$ cat src/rtl/btn_pkg.sv
// Shared constants and types for the push-button conditioner.
// Button indices match the bit order of btn_raw.
package btn_pkg;

    localparam int BTN_UP    = 0;
    localparam int BTN_DOWN  = 1;
    localparam int BTN_LEFT  = 2;
    localparam int BTN_RIGHT = 3;
    localparam int N_BTN     = 4;

    typedef enum logic [1:0] {
        RPT_IDLE,
        RPT_DELAY,
        RPT_REPEAT
    } rpt_state_t;

endpackage

$ cat src/rtl/btn_debounce_ch.sv
// One button channel: synchroniser, debounce counter, press edge
// and optional auto-repeat state machine.
module btn_debounce_ch
    import btn_pkg::*;
#(
    parameter int ACTIVE_LOW      = 1,
    parameter int DEBOUNCE_CYCLES = 500000,
    parameter int CNT_W           = 20,
    parameter int REPEAT_EN       = 0,
    parameter int REPEAT_DELAY    = 12500000,
    parameter int REPEAT_PERIOD   = 5000000
) (
    input  logic i_clk,
    input  logic i_reset,
    input  logic i_raw,
    output logic o_level,
    output logic o_press_tick,
    output logic o_tick
);

    localparam logic [CNT_W-1:0] DB_LAST  = CNT_W'(DEBOUNCE_CYCLES - 1);
    localparam logic [CNT_W-1:0] RD_LAST  = CNT_W'(REPEAT_DELAY - 1);
    localparam logic [CNT_W-1:0] RP_LAST  = CNT_W'(REPEAT_PERIOD - 1);
    localparam logic [CNT_W-1:0] CNT_ONE  = CNT_W'(1);

    logic             w_p;
    logic             r_sync1;
    logic             r_sync2;
    logic             r_stable;
    logic             r_stable_q;
    logic             r_press;
    logic [CNT_W-1:0] r_dcnt;
    logic [CNT_W-1:0] r_rcnt;
    logic [CNT_W-1:0] w_rcnt_next;
    logic             w_rpt_tick;
    rpt_state_t       r_state;
    rpt_state_t       w_state_next;

    assign w_p = (ACTIVE_LOW != 0) ? ~i_raw : i_raw;

    always_ff @(posedge i_clk) begin
        if (i_reset) begin
            r_sync1    <= 1'b0;
            r_sync2    <= 1'b0;
            r_stable   <= 1'b0;
            r_stable_q <= 1'b0;
            r_press    <= 1'b0;
            r_dcnt     <= '0;
        end else begin
            r_sync1    <= w_p;
            r_sync2    <= r_sync1;
            r_stable_q <= r_stable;
            r_press    <= r_stable & ~r_stable_q;
            // Any sample matching the accepted level restarts the count.
            if (r_sync2 == r_stable) begin
                r_dcnt <= '0;
            end else if (r_dcnt == DB_LAST) begin
                r_stable <= r_sync2;
                r_dcnt   <= '0;
            end else begin
                r_dcnt <= r_dcnt + CNT_ONE;
            end
        end
    end

    always_ff @(posedge i_clk) begin
        if (i_reset) begin
            r_state <= RPT_IDLE;
            r_rcnt  <= '0;
        end else begin
            r_state <= w_state_next;
            r_rcnt  <= w_rcnt_next;
        end
    end

    always_comb begin
        w_state_next = r_state;
        w_rcnt_next  = r_rcnt + CNT_ONE;
        w_rpt_tick   = 1'b0;
        unique case (r_state)
            RPT_IDLE: begin
                w_rcnt_next = '0;
                if (REPEAT_EN != 0 && r_press) begin
                    w_state_next = RPT_DELAY;
                end
            end
            RPT_DELAY: begin
                if (r_rcnt == RD_LAST) begin
                    w_rpt_tick   = 1'b1;
                    w_state_next = RPT_REPEAT;
                    w_rcnt_next  = '0;
                end
            end
            RPT_REPEAT: begin
                if (r_rcnt == RP_LAST) begin
                    w_rpt_tick  = 1'b1;
                    w_rcnt_next = '0;
                end
            end
            default: begin
                w_state_next = RPT_IDLE;
                w_rcnt_next  = '0;
            end
        endcase
        // Release aborts repeating immediately, without a final tick.
        if (!r_stable) begin
            w_state_next = RPT_IDLE;
            w_rcnt_next  = '0;
            w_rpt_tick   = 1'b0;
        end
    end

    assign o_level      = r_stable_q;
    assign o_press_tick = r_press;
    assign o_tick       = r_press | w_rpt_tick;

endmodule

$ cat src/rtl/btn_conditioner.sv
// Four-button conditioner: per-channel debounce plus opposing-pair
// suppression and a combined press pulse, all registered.
module btn_conditioner
    import btn_pkg::*;
#(
    parameter int ACTIVE_LOW      = 1,
    parameter int DEBOUNCE_CYCLES = 500000,
    parameter int CNT_W           = 20,
    parameter int REPEAT_EN       = 0,
    parameter int REPEAT_DELAY    = 12500000,
    parameter int REPEAT_PERIOD   = 5000000
) (
    input  logic             clk,
    input  logic             reset,
    input  logic [N_BTN-1:0] btn_raw,
    output logic [N_BTN-1:0] btn_level,
    output logic             btn_up_tick,
    output logic             btn_down_tick,
    output logic             btn_left_tick,
    output logic             btn_right_tick,
    output logic             any_tick
);

    logic [N_BTN-1:0] w_level;
    logic [N_BTN-1:0] w_press;
    logic [N_BTN-1:0] w_tick;
    logic             w_ud;
    logic             w_lr;
    logic [N_BTN-1:0] r_level;
    logic [N_BTN-1:0] r_tick;
    logic             r_any;

    for (genvar i = 0; i < N_BTN; i++) begin : g_ch
        btn_debounce_ch #(
            .ACTIVE_LOW      (ACTIVE_LOW),
            .DEBOUNCE_CYCLES (DEBOUNCE_CYCLES),
            .CNT_W           (CNT_W),
            .REPEAT_EN       (REPEAT_EN),
            .REPEAT_DELAY    (REPEAT_DELAY),
            .REPEAT_PERIOD   (REPEAT_PERIOD)
        ) u_ch (
            .i_clk        (clk),
            .i_reset      (reset),
            .i_raw        (btn_raw[i]),
            .o_level      (w_level[i]),
            .o_press_tick (w_press[i]),
            .o_tick       (w_tick[i])
        );
    end

    assign w_ud = w_tick[BTN_UP] & w_tick[BTN_DOWN];
    assign w_lr = w_tick[BTN_LEFT] & w_tick[BTN_RIGHT];

    always_ff @(posedge clk) begin
        if (reset) begin
            r_level <= '0;
            r_tick  <= '0;
            r_any   <= 1'b0;
        end else begin
            r_level           <= w_level;
            r_tick[BTN_UP]    <= w_tick[BTN_UP] & ~w_ud;
            r_tick[BTN_DOWN]  <= w_tick[BTN_DOWN] & ~w_ud;
            r_tick[BTN_LEFT]  <= w_tick[BTN_LEFT] & ~w_lr;
            r_tick[BTN_RIGHT] <= w_tick[BTN_RIGHT] & ~w_lr;
            r_any             <= |w_press;
        end
    end

    assign btn_level      = r_level;
    assign btn_up_tick    = r_tick[BTN_UP];
    assign btn_down_tick  = r_tick[BTN_DOWN];
    assign btn_left_tick  = r_tick[BTN_LEFT];
    assign btn_right_tick = r_tick[BTN_RIGHT];
    assign any_tick       = r_any;

endmodule

$ cat config.mk
export PLATFORM = sky130hd
export DESIGN_NAME = btn_conditioner
export DESIGN_NICKNAME = d
export VERILOG_FILES = /design/src/rtl/btn_pkg.sv /design/src/rtl/btn_debounce_ch.sv /design/src/rtl/btn_conditioner.sv
export SDC_FILE = /design/constraint.sdc
export NUM_CORES = 1
export LEC_CHECK = 0
export ABC_CLOCK_PERIOD_IN_PS = 2400
export BUFFER_PORTS_ARGS = -buffer_cell sky130_fd_sc_hd__buf_2
export CORE_MARGIN = 2
export CORE_UTILIZATION = 42
export DETAILED_ROUTE_END_ITERATION = 8
export PLACE_DENSITY = 0.7
export SYNTH_ARGS = -nofsm -noshare
export SYNTH_HDL_FRONTEND = slang
export SYNTH_HIERARCHICAL = 1
export SYNTH_SLANG_ARGS = --single-unit
$ cat constraint.sdc
create_clock -name clk -period 2.4 [get_ports clk]
set_input_delay 0.48 -clock clk [delete_from_list [all_inputs] [get_ports clk]]
set_output_delay 0.48 -clock clk [all_outputs]
set_load 0.02 [all_outputs]
Yosys cells after proc, flatten, opt, wreduce, memory -nomap -nowiden

Index checks and enable logic that the tools add are counted.
Widths: inputs -> output; s select.

Bits in registers: 197
Latch bits: 0
RAM bits: 0
ROM bits: 0
Bits of input ports: 6
Output and inout port bits: 9
Word-level logic and storage cells: 168
Memories kept: 0

Add/sub/neg operators: 8
Multiply operators: 0
Div/mod/pow operators: 0
$lt $le $gt $ge: 0
Eq/ne operators: 28
Shifts and indexed selects: 0
Mux-type cells: 36
Bitwise operators: 36
Reduce and logical (&&, ||, !) cells: 25

Operators by type and width:

| kind                  | number |
|---|---|
| $add 20x1->20 const B | 8 |
| $eq 20x20->1 const B  | 8 |
| $mux 20               | 8 |
| $pmux 20 s2           | 4 |
| $eq 20x19->1 const B  | 4 |
| $not 1->1             | 22 |
| $pmux 2 s2            | 4 |
| $reduce_and 2->1      | 8 |
| $reduce_or 2->1       | 8 |
| $mux 1                | 12 |
| $reduce_or 3->1       | 4 |
| $and 1x1->1           | 10 |
| $eq 2x1->1 const B    | 4 |
| $eq 2x2->1 const B    | 4 |
| $logic_not 2->1       | 4 |
| $mux 2                | 4 |
| $ne 2x1->1 const B    | 4 |
| $pmux 1 s2            | 4 |
| $eq 1x1->1            | 4 |
| $or 1x1->1            | 4 |
| $reduce_or 4->1       | 1 |

Depth between registers and ports, before layout

Gate-level depths: netlist (run 1).

Depth in word-level cells: 8
Mapped depth: 6
Gate-level depth less buffers: 5

Hierarchy

The synthesis (run 1) kept the hierarchy.

By module, submodules not included:

| module                             | times used | cells each | area each (sq um) |
|---|---|---|---|
| btn_debounce_ch (g_ch[0].u_ch ...) | 3          | 122        | 1118.6 |
| btn_debounce_ch (g_ch[3].u_ch)     | 1          | 119        | 1097.3 |
| btn_conditioner                    | 1          | 20         | 282.8 |

Worst setup path after synthesis (run 1)

Ideal clock, no wire load.

Kind: reg2reg
Start point: register g_ch[1].u_ch.r_dcnt[0]
End point: register g_ch[1].u_ch.r_dcnt[14]
Library setup time: 0.115 ns
Arrival time: 1.765 ns
Data required time: 2.285 ns
Slack: 0.521 ns
Cell stages (with the launch flop): 7
Path buffers: 1
Cells stage by stage: dfxtp_1 -> ha_1 -> nand4_2 -> or4b_4 -> o21ai_4 -> buf_6 -> nor2_1

Longest elaborated chain between the ends: 2
Elaborated cells between the ends (all ways): 3

RTL lines:

| element                                                               | line                  | RTL |
|---|---|---|
| start, declared                                                       | btn_debounce_ch.sv:32 | `logic [CNT_W-1:0] r_dcnt;` |
| start signal, assigned                                                | btn_debounce_ch.sv:61 | `r_dcnt <= r_dcnt + CNT_ONE;` |
| parallel branches: the longest is 2 deep, another holds $add 20x1->20 | -                     |  |

Several ways; the timed one is not identified.
A chain may end at the register's enable or synchronous reset.

Worst setup path in the final report (run 1)

Start point: register g_ch[1].u_ch.r_dcnt[0]
End point: register g_ch[1].u_ch.r_dcnt[2]

The elaborated chain is that of the path after synthesis.

==> flow_metrics.py, run 1 <==
metrics = {
    "setup_path": {
        "r2r_cells": 5,
        "r2r_start": "g_ch[1].u_ch/r_dcnt[0]$_SDFF_PP0_",
        "start_kind": "flop",
        "cp_max_fo": 18,
        "worstReg2RegEnd": "g_ch[1].u_ch/r_dcnt[2]$_SDFF_PP0_",
        "arrival_ns": 2.33,
        "end_kind": "flop",
        "worstSetupPathType": "flop to flop",
        "r2r_slack_ns": 0.27,
        "cp.required_ns": 2.60,
    },
    "routing": {
        "vias": 3465,
        "first_pass_iters": 4,
        "avgRoutedWirePerCell_um": 12.8,
        "detail-route-antenna-nets": 0,
        "viasPerCell": 5.20,
        "drc": 0,
        "wl_um": 8520,
        "drt-initial-drc-count": 199,
    },
    "die": {
        "die_area_um2": 12100,
        "die_y_um": 110,
        "die_w_um": 110,
        "rows": 38,
        "start_util": 0.433,
        "io_pins": 15,
        "core_um2": 10900,
    },
    "cts": {
        "cts-root-buf": "clkbuf_16",
        "worstSkewPairLatency_ns": 0.34,
        "cts_buffer_depth": 2,
        "cts_setup_buffers": 0,
        "cts_resized": 0,
        "htree_num_levels": 3,
        "cts_hold_buf": 0,
        "cts_tree": "yes",
        "numCtsBuffers": 9,
        "path_clk_slew_ns": 0.07,
        "cts.sink_count": 109,
    },
    "worst_hold_path": {
        "whs_endpoint": "g_ch[3].u_ch/r_sync1$_SDFF_PP0_",
        "hold_path_depth": 2,
        "hold_path_class": "input pin to flop",
        "hold_start": "btn_raw[3]",
    },
    "grt": {
        "grt_max_degree": 20,
        "grt_usage": 0.156,
        "grt-ovfl-total": 0,
        "antenna_found_initial": 0,
        "grt_pass1_wl_um": 15100,
        "grt_pass1_vias": 3390,
    },
    "cells_and_area": {
        "n_antenna_cell": 0,
        "drive_gt1_frac": 0.114,
        "syn_to_final_growth_pct": 9.85,
        "layout.nets": 531,
    },
    "pwr": {
        "p_total_w": 0.00332,
        "combPwrFrac": 0.012,
        "p_int_w": 0.00267,
        "switching_share": 0.198,
        "ir_worst_vdd_mv": 0.394,
        "p_leak_nw": 1.60,
        "p_per_area_nw_per_um2": 638,
        "power_switching_w": 0.000656,
        "p_clk_frac": 0.440,
        "power.share.sequential": 0.548,
    },
    "sta": {
        "drv_slew": 0,
        "timing.final.crit_share": 0.888,
        "period_needed_ns": 2.13,
        "hold_violations": 0,
        "max_clock_freq_mhz": 469,
        "skew_ns": 0.00582,
        "max_slew_margin": 0.668,
        "rsz0062_at_grt": "no",
        "tns_ns": 0,
        "finalSetupViolations": 0,
        "worst-slew-pin-transition_ns": 0.495,
    },
    "logic_synthesis": {
        "synthCells": 505,
        "synth.ff_latch_count": 109,
        "ys.flop_type": "dfxtp_1",
        "synth_top_area_share": 0.461,
        "async_flop_share": 0,
        "synth_nets": 515,
        "avgSynthCellArea_um2": 9.38,
        "synthTopCellsByArea": "dfxtp_1 (46%), xnor2_1 (9.6%), nor2_1 (7.3%), nor3_1 (3.0%), nand3_1 (2.9%)",
        "synthDistinctLibCells": 42,
        "yosysTopAreaCell": "dfxtp_1",
        "ys_warn_count": 6,
        "synth-edff-count": 0,
        "ys_seq_area_frac": 0.461,
        "netlist_area_um2": 4740,
    },
    "outcome": {
        "status": "completed",
    },
    "place": {
        "hpwl_um": 6120,
        "gp_congestion": 0.819,
        "portBuffers": 14,
    },
    "flow_run": {
        "drv_cap": 0,
    },
}
## kinds of logic after synthesis
kind of cell / synth area share
buffers and inverters: 0.0343
muxes: 0.0148
and+or+nand+nor: 0.324
DFF: 0.461
adders and majority gates: 0.0106
xor gates and xnor gates: 0.117
AOI/OAI and AO/OA: 0.0391
## final cells by class
| cell class | instances | area, um^2 |
|---|---|---|
| fill | 1057 | 5730 |
| multi-input combinational | 366 | 2390 |
| sequential | 109 | 2180 |
| clock buffer | 12 | 246 |
| tap | 140 | 175 |
| timing repair buffer | 17 | 92.6 |
| inverter | 18 | 67.6 |
| clock inverter | 4 | 47.5 |
## power groups by stage
stage	Sequential (W)	Combinational (W)	Clock (W)
finish	0.00182	0.0000387	0.00146
global route	0.00182	0.0000447	0.00158
CTS	0.00182	0.0000397	0.00151
detailed placement	0.00186	0.0000395	0
global placement	0.00186	0.0000387	0
floorplan	0.00186	0.0000274	0
## state kept, by name, indices dropped and copies added (netlist names)
signal                  cells
g_ch.u_ch/r_dcnt           80
btn_level                   4
g_ch.u_ch/o_level           4
g_ch.u_ch/o_press_tick      4
g_ch.u_ch/r_stable          4
g_ch.u_ch/r_sync1           4
g_ch.u_ch/r_sync2           4
r_tick                      4
any_tick                    1
## worst max-delay path, cell delays in order (launching register included)
cell	delay, ns
dfxtp_1	0.40
ha_1	0.26
nand4_2	0.23
or4b_4	0.56
o21ai_4	0.44
nor2_1	0.11
## synthesized netlist by cell type, types with 2 or more instances
| master | instances |
|---|---|
| a21oi_2 | 3 |
| a21oi_1 | 6 |
| nor2_1 | 92 |
| ha_1 | 4 |
| nor3_1 | 28 |
| a31oi_1 | 3 |
| nand4_1 | 19 |
| or4_1 | 2 |
| nand4_2 | 3 |
| buf_4 | 4 |
| mux2i_1 | 7 |
| nor3b_2 | 4 |
| o21ai_4 | 3 |
| and4_1 | 5 |
| nor4b_1 | 6 |
| nor2b_1 | 8 |
| o21ai_0 | 8 |
| nand4_4 | 4 |
| xor2_1 | 11 |
| or4_4 | 3 |
| buf_2 | 4 |
| or3_1 | 4 |
| inv_1 | 18 |
| nor4_1 | 20 |
| xnor2_1 | 52 |
| nand2_1 | 21 |
| nand2b_1 | 7 |
| or4b_4 | 3 |
| dfxtp_1 | 109 |
| nand4b_1 | 3 |
| buf_6 | 4 |
| nand3_1 | 27 |
## how the worst max path moves through the flow
stage,from,endpoint,slack (ns),cells past startpoint
6_report,g_ch[1].u_ch/r_dcnt[0]$_SDFF_PP0_,g_ch[1].u_ch/r_dcnt[2]$_SDFF_PP0_,0.27,5
5_1_grt,g_ch[2].u_ch/r_dcnt[0]$_SDFF_PP0_,g_ch[2].u_ch/r_dcnt[2]$_SDFF_PP0_,0.09,5
4_1_cts,g_ch[1].u_ch/r_dcnt[0]$_SDFF_PP0_,g_ch[1].u_ch/r_dcnt[2]$_SDFF_PP0_,0.26,5
3_5_place_dp,g_ch[1].u_ch/r_dcnt[0]$_SDFF_PP0_,g_ch[1].u_ch/r_dcnt[2]$_SDFF_PP0_,0.28,5
3_3_place_gp,g_ch[2].u_ch/r_dcnt[0]$_SDFF_PP0_,g_ch[2].u_ch/r_dcnt[3]$_SDFF_PP0_,0.37,5
2_1_floorplan,g_ch[0].u_ch/r_dcnt[0]$_SDFF_PP0_,g_ch[0].u_ch/r_dcnt[14]$_SDFF_PP0_,0.52,6
## routing by layer
| layer | track usage | vias up | routed length [um] |
|---|---|---|---|
| met4 | 0.0357 | 0 | 74 |
| met2 | 0.264 | 49 | 4040 |
| li1 | - | 1791 | - |
| met3 | 0.0441 | 8 | 307 |
| met1 | 0.198 | 1617 | 4100 |
| met5 | 0 | - | 0 |
## layout by cell type, fill, tap and decap left out, drive strengths merged, types with 6 or more instances in the layout
cell    instances
nor2b           8
nand2          21
nor2           92
mux2i           7
dfxtp         109
inv            18
o21ai          12
buf            17
nor3           28
nor4           22
nand3          28
nand4          26
a21oi           9
nand2b          7
nor4b           6
xnor2          52
clkbuf         12
xor2           11
## metrics by stage
step / cell area, um^2 / hold slack [ns] / cells / util / worst slack, ns
after CTS: 5200 / 0.270 / 666 / 0.476 / 0.256
after detailed placement: 4910 / 0.395 / 650 / 0.449 / 0.279
after global routing: 5200 / 0.272 / 666 / 0.476 / 0.0900
after floorplan: 4740 / 0.385 / 505 / - / 0.521
final: 5200 / 0.284 / 666 / 0.476 / 0.268
after global placement: 4910 / 0.399 / 650 / 0.449 / 0.370
Power figures use the tool's default switching activity.
==> inputs of run 2 (changes only) <==
- BUFFER_PORTS_ARGS: -buffer_cell sky130_fd_sc_hd__buf_2 -> not set
- DONT_BUFFER_PORTS: not set -> 1
- PLACE_DENSITY: 0.7 -> 0.68
- SYNTH_HIERARCHICAL: 1 -> not set
==> flow_metrics.py, run 2 <==
metrics = {
    "logic_synthesis": {
        "synthCells": 504,
        "synth_compound_area_frac": 0.0678,
        "synth_nets": 514,
        "synth-edff-count": 0,
        "synth.most_common_cell": "dfxtp_1",
        "ys.flop_type": "dfxtp_1",
        "netlist_area_um2": 4490,
        "yosysTopAreaCell": "dfxtp_1",
        "yosys.area_share.adder": 0.0112,
        "synth_top_family_by_area": "simple AND/OR/NAND/NOR gates",
        "ys_warn_count": 0,
        "synth_common_cells": "dfxtp_1 (109), nor2_1 (71), xnor2_1 (37)",
        "synth_top_area_share": 0.486,
        "synth_mux_area_frac": 0.00251,
        "synthXorXnorAreaFrac": 0.105,
        "synth.ff_latch_count": 109,
        "yosys.area_share.simple": 0.298,
        "synthDistinctLibCells": 36,
        "ys_seq_area_frac": 0.486,
        "synthTopCellsByArea": "dfxtp_1 (49%), xnor2_1 (7.2%), nor2_1 (5.9%), nand4_1 (3.3%), xor2_1 (3.3%)",
        "avgSynthCellArea_um2": 8.90,
        "async_flop_share": 0,
    },
    "place": {
        "gp_congestion": 0.818,
        "placedInstanceArea_um2": 4640,
        "portBuffers": 0,
        "hpwl_um": 5610,
        "place_ws_ns": 0.349,
    },
    "die": {
        "die_y_um": 107,
        "start_util": 0.433,
        "die_area_um2": 11500,
        "io_pins": 15,
        "core_um2": 10400,
        "rows": 37,
        "die_w_um": 107,
    },
    "sta": {
        "worst-slew-pin-transition_ns": 0.621,
        "hold_violations": 0,
        "fin_ws_ns": 0.347,
        "skew_ns": 0.0199,
        "timing.final.crit_share": 0.855,
        "rsz0062_at_grt": "no",
        "period_needed_ns": 2.05,
        "max_clock_freq_mhz": 487,
        "drv_slew": 0,
        "tns_ns": 0,
        "finalSetupViolations": 0,
        "max_slew_margin": 0.582,
    },
    "routing": {
        "detail-route-antenna-nets": 0,
        "dr.max_layer_used": "met4",
        "avgRoutedWirePerCell_um": 12.2,
        "viasPerCell": 5.29,
        "first_pass_iters": 5,
        "dr_wl_met2_um": 3770,
        "vias": 3436,
        "drc": 0,
        "wl_met1_um": 3820,
        "wl_met3_um": 211,
        "wl_um": 7890,
        "drt-initial-drc-count": 173,
    },
    "cts": {
        "worstSkewPairLatency_ns": 0.37,
        "htree_num_levels": 3,
        "cts_resized": 0,
        "cts_setup_buffers": 0,
        "cts_buffer_depth": 2,
        "cts_tree": "yes",
        "path_clk_slew_ns": 0.12,
        "cts_hold_buf": 0,
        "cts.sink_count": 109,
        "cts-root-buf": "clkbuf_8",
        "numCtsBuffers": 9,
    },
    "grt": {
        "grt_usage": 0.152,
        "grt_pass1_vias": 3276,
        "grt-ovfl-total": 0,
        "antenna_found_initial": 0,
        "grt_pass1_wl_um": 14600,
        "grt_max_degree": 30,
    },
    "pwr": {
        "power.share.sequential": 0.631,
        "p_clk_frac": 0.361,
        "combPwrFrac": 0.008,
        "ir_worst_vdd_mv": 0.326,
        "p_total_w": 0.00289,
        "p_per_area_nw_per_um2": 597,
        "power_switching_w": 0.000662,
        "p_leak_nw": 1.40,
        "switching_share": 0.229,
        "p_int_w": 0.00223,
    },
    "setup_path": {
        "cp_max_fo": 6,
        "arrival_ns": 2.35,
        "worstSetupPathType": "flop to flop",
        "end_kind": "flop",
        "start_kind": "flop",
        "max_stage_delay_ns": 0.66,
        "crit_buf_inv": 0,
        "crit_family": "simple AND/OR/NAND/NOR gates",
        "cp.required_ns": 2.70,
        "crit_chain": "ha_1, nand4_1, or4_1, or3_1, a21oi_1",
        "slowest_stage": "or4_1",
        "crit_path_start": "g_ch[3].u_ch.r_dcnt[0]$_SDFF_PP0_",
        "r2r_start": "g_ch[3].u_ch.r_dcnt[0]$_SDFF_PP0_",
    },
    "cells_and_area": {
        "n_antenna_cell": 0,
        "fillCellCount": 1008,
        "final_cell_mix": "dfxtp_1 (109), nor2_1 (71), xnor2_1 (37)",
        "finalInstanceArea_um2": 4830,
        "final_common_cell": "dfxtp_1",
        "largest_register": "g_ch.u_ch.r_dcnt",
        "drive_gt1_frac": 0.0546,
        "largest_reg_flops": 80,
        "layout.nets": 518,
        "syn_to_final_growth_pct": 7.72,
    },
    "outcome": {
        "status": "completed",
    },
    "worst_hold_path": {
        "hold_start": "reset",
        "hold_path_class": "input pin to flop",
    },
    "flow_run": {
        "drv_cap": 0,
    },
}
run 2: cell count changes in the layout (fill, tap and decap cells not counted), moves of 9 or more:
cell | previous run | this run
nor3_1 | 28 | 13
o21ai_0 | 8 | 18
clkbuf_16 | 9 | 0
nor2_1 | 92 | 71
a21oi_1 | 6 | 25
or4_1 | 2 | 15
xnor2_1 | 52 | 37
or3_1 | 4 | 21
nor2b_1 | 8 | 19
buf_2 | 14 | 0
run 2: cell families after synthesis:
family,after synthesis
AND/OR/NAND/NOR,250
buffers and inverters,33
flip-flops,109
multiplexers,1
XOR/XNOR,54
AO/OA/AOI/OAI,53
adder cells (fa/ha/maj),4
run 2: power groups by stage:
stage	registers (W)	logic [W]	clock network, W
3_3_place_gp	0.00186	0.0000238	0
2_1_floorplan	0.00186	0.0000253	0
6_report	0.00182	0.0000240	0.00104
5_1_grt	0.00182	0.0000275	0.00117
3_5_place_dp	0.00186	0.0000245	0
4_1_cts	0.00182	0.0000245	0.00108
run 2: path summary, 6_finish.rpt:
| path | depth (start not counted) | slack (ns) | endpoint |
|---|---|---|---|
| hold reg to reg | 1 | 0.40 | g_ch[3].u_ch.o_press_tick$_SDFF_PP0_ |
| setup / recovery | 5 | 0.35 | g_ch[3].u_ch.r_dcnt[18]$_SDFF_PP0_ |
| setup reg to reg | 5 | 0.35 | g_ch[3].u_ch.r_dcnt[18]$_SDFF_PP0_ |
| hold / removal | 1 | 0.16 | btn_level[2]$_SDFF_PP0_ |
run 2: layout make-up:
cell class	instances	area, um^2	share of cell area
Sequential cell	109	2180	0.451
Multi-Input combinational cell	362	2180	0.450
Tap cell	136	170	0.0352
Clock buffer	9	124	0.0256
Inverter	21	78.8	0.0163
Clock inverter	7	65.1	0.0135
Timing Repair Buffer	5	37.5	0.00777
run 2: stage by stage:
step,cells,util,hold WS (ns)
after floorplan,504,-,0.384
after global placement,633,0.448,0.393
after detailed placement,633,0.448,0.394
after CTS,649,0.466,0.150
after global routing,649,0.466,0.126
final,649,0.466,0.162
run 2: worst reg2reg max path, stage by stage (launching register included):
cell and delay [ns]:
dfxtp_1 0.40, ha_1 0.24, nand4_1 0.23, or4_1 0.66, or3_1 0.34, a21oi_1 0.14
run 2: per-layer routing:
layer,vias to the layer above,track usage
met5,-,0
li1,1777,-
met4,0,0.0366
met1,1607,0.194
met3,8,0.0448
met2,44,0.255
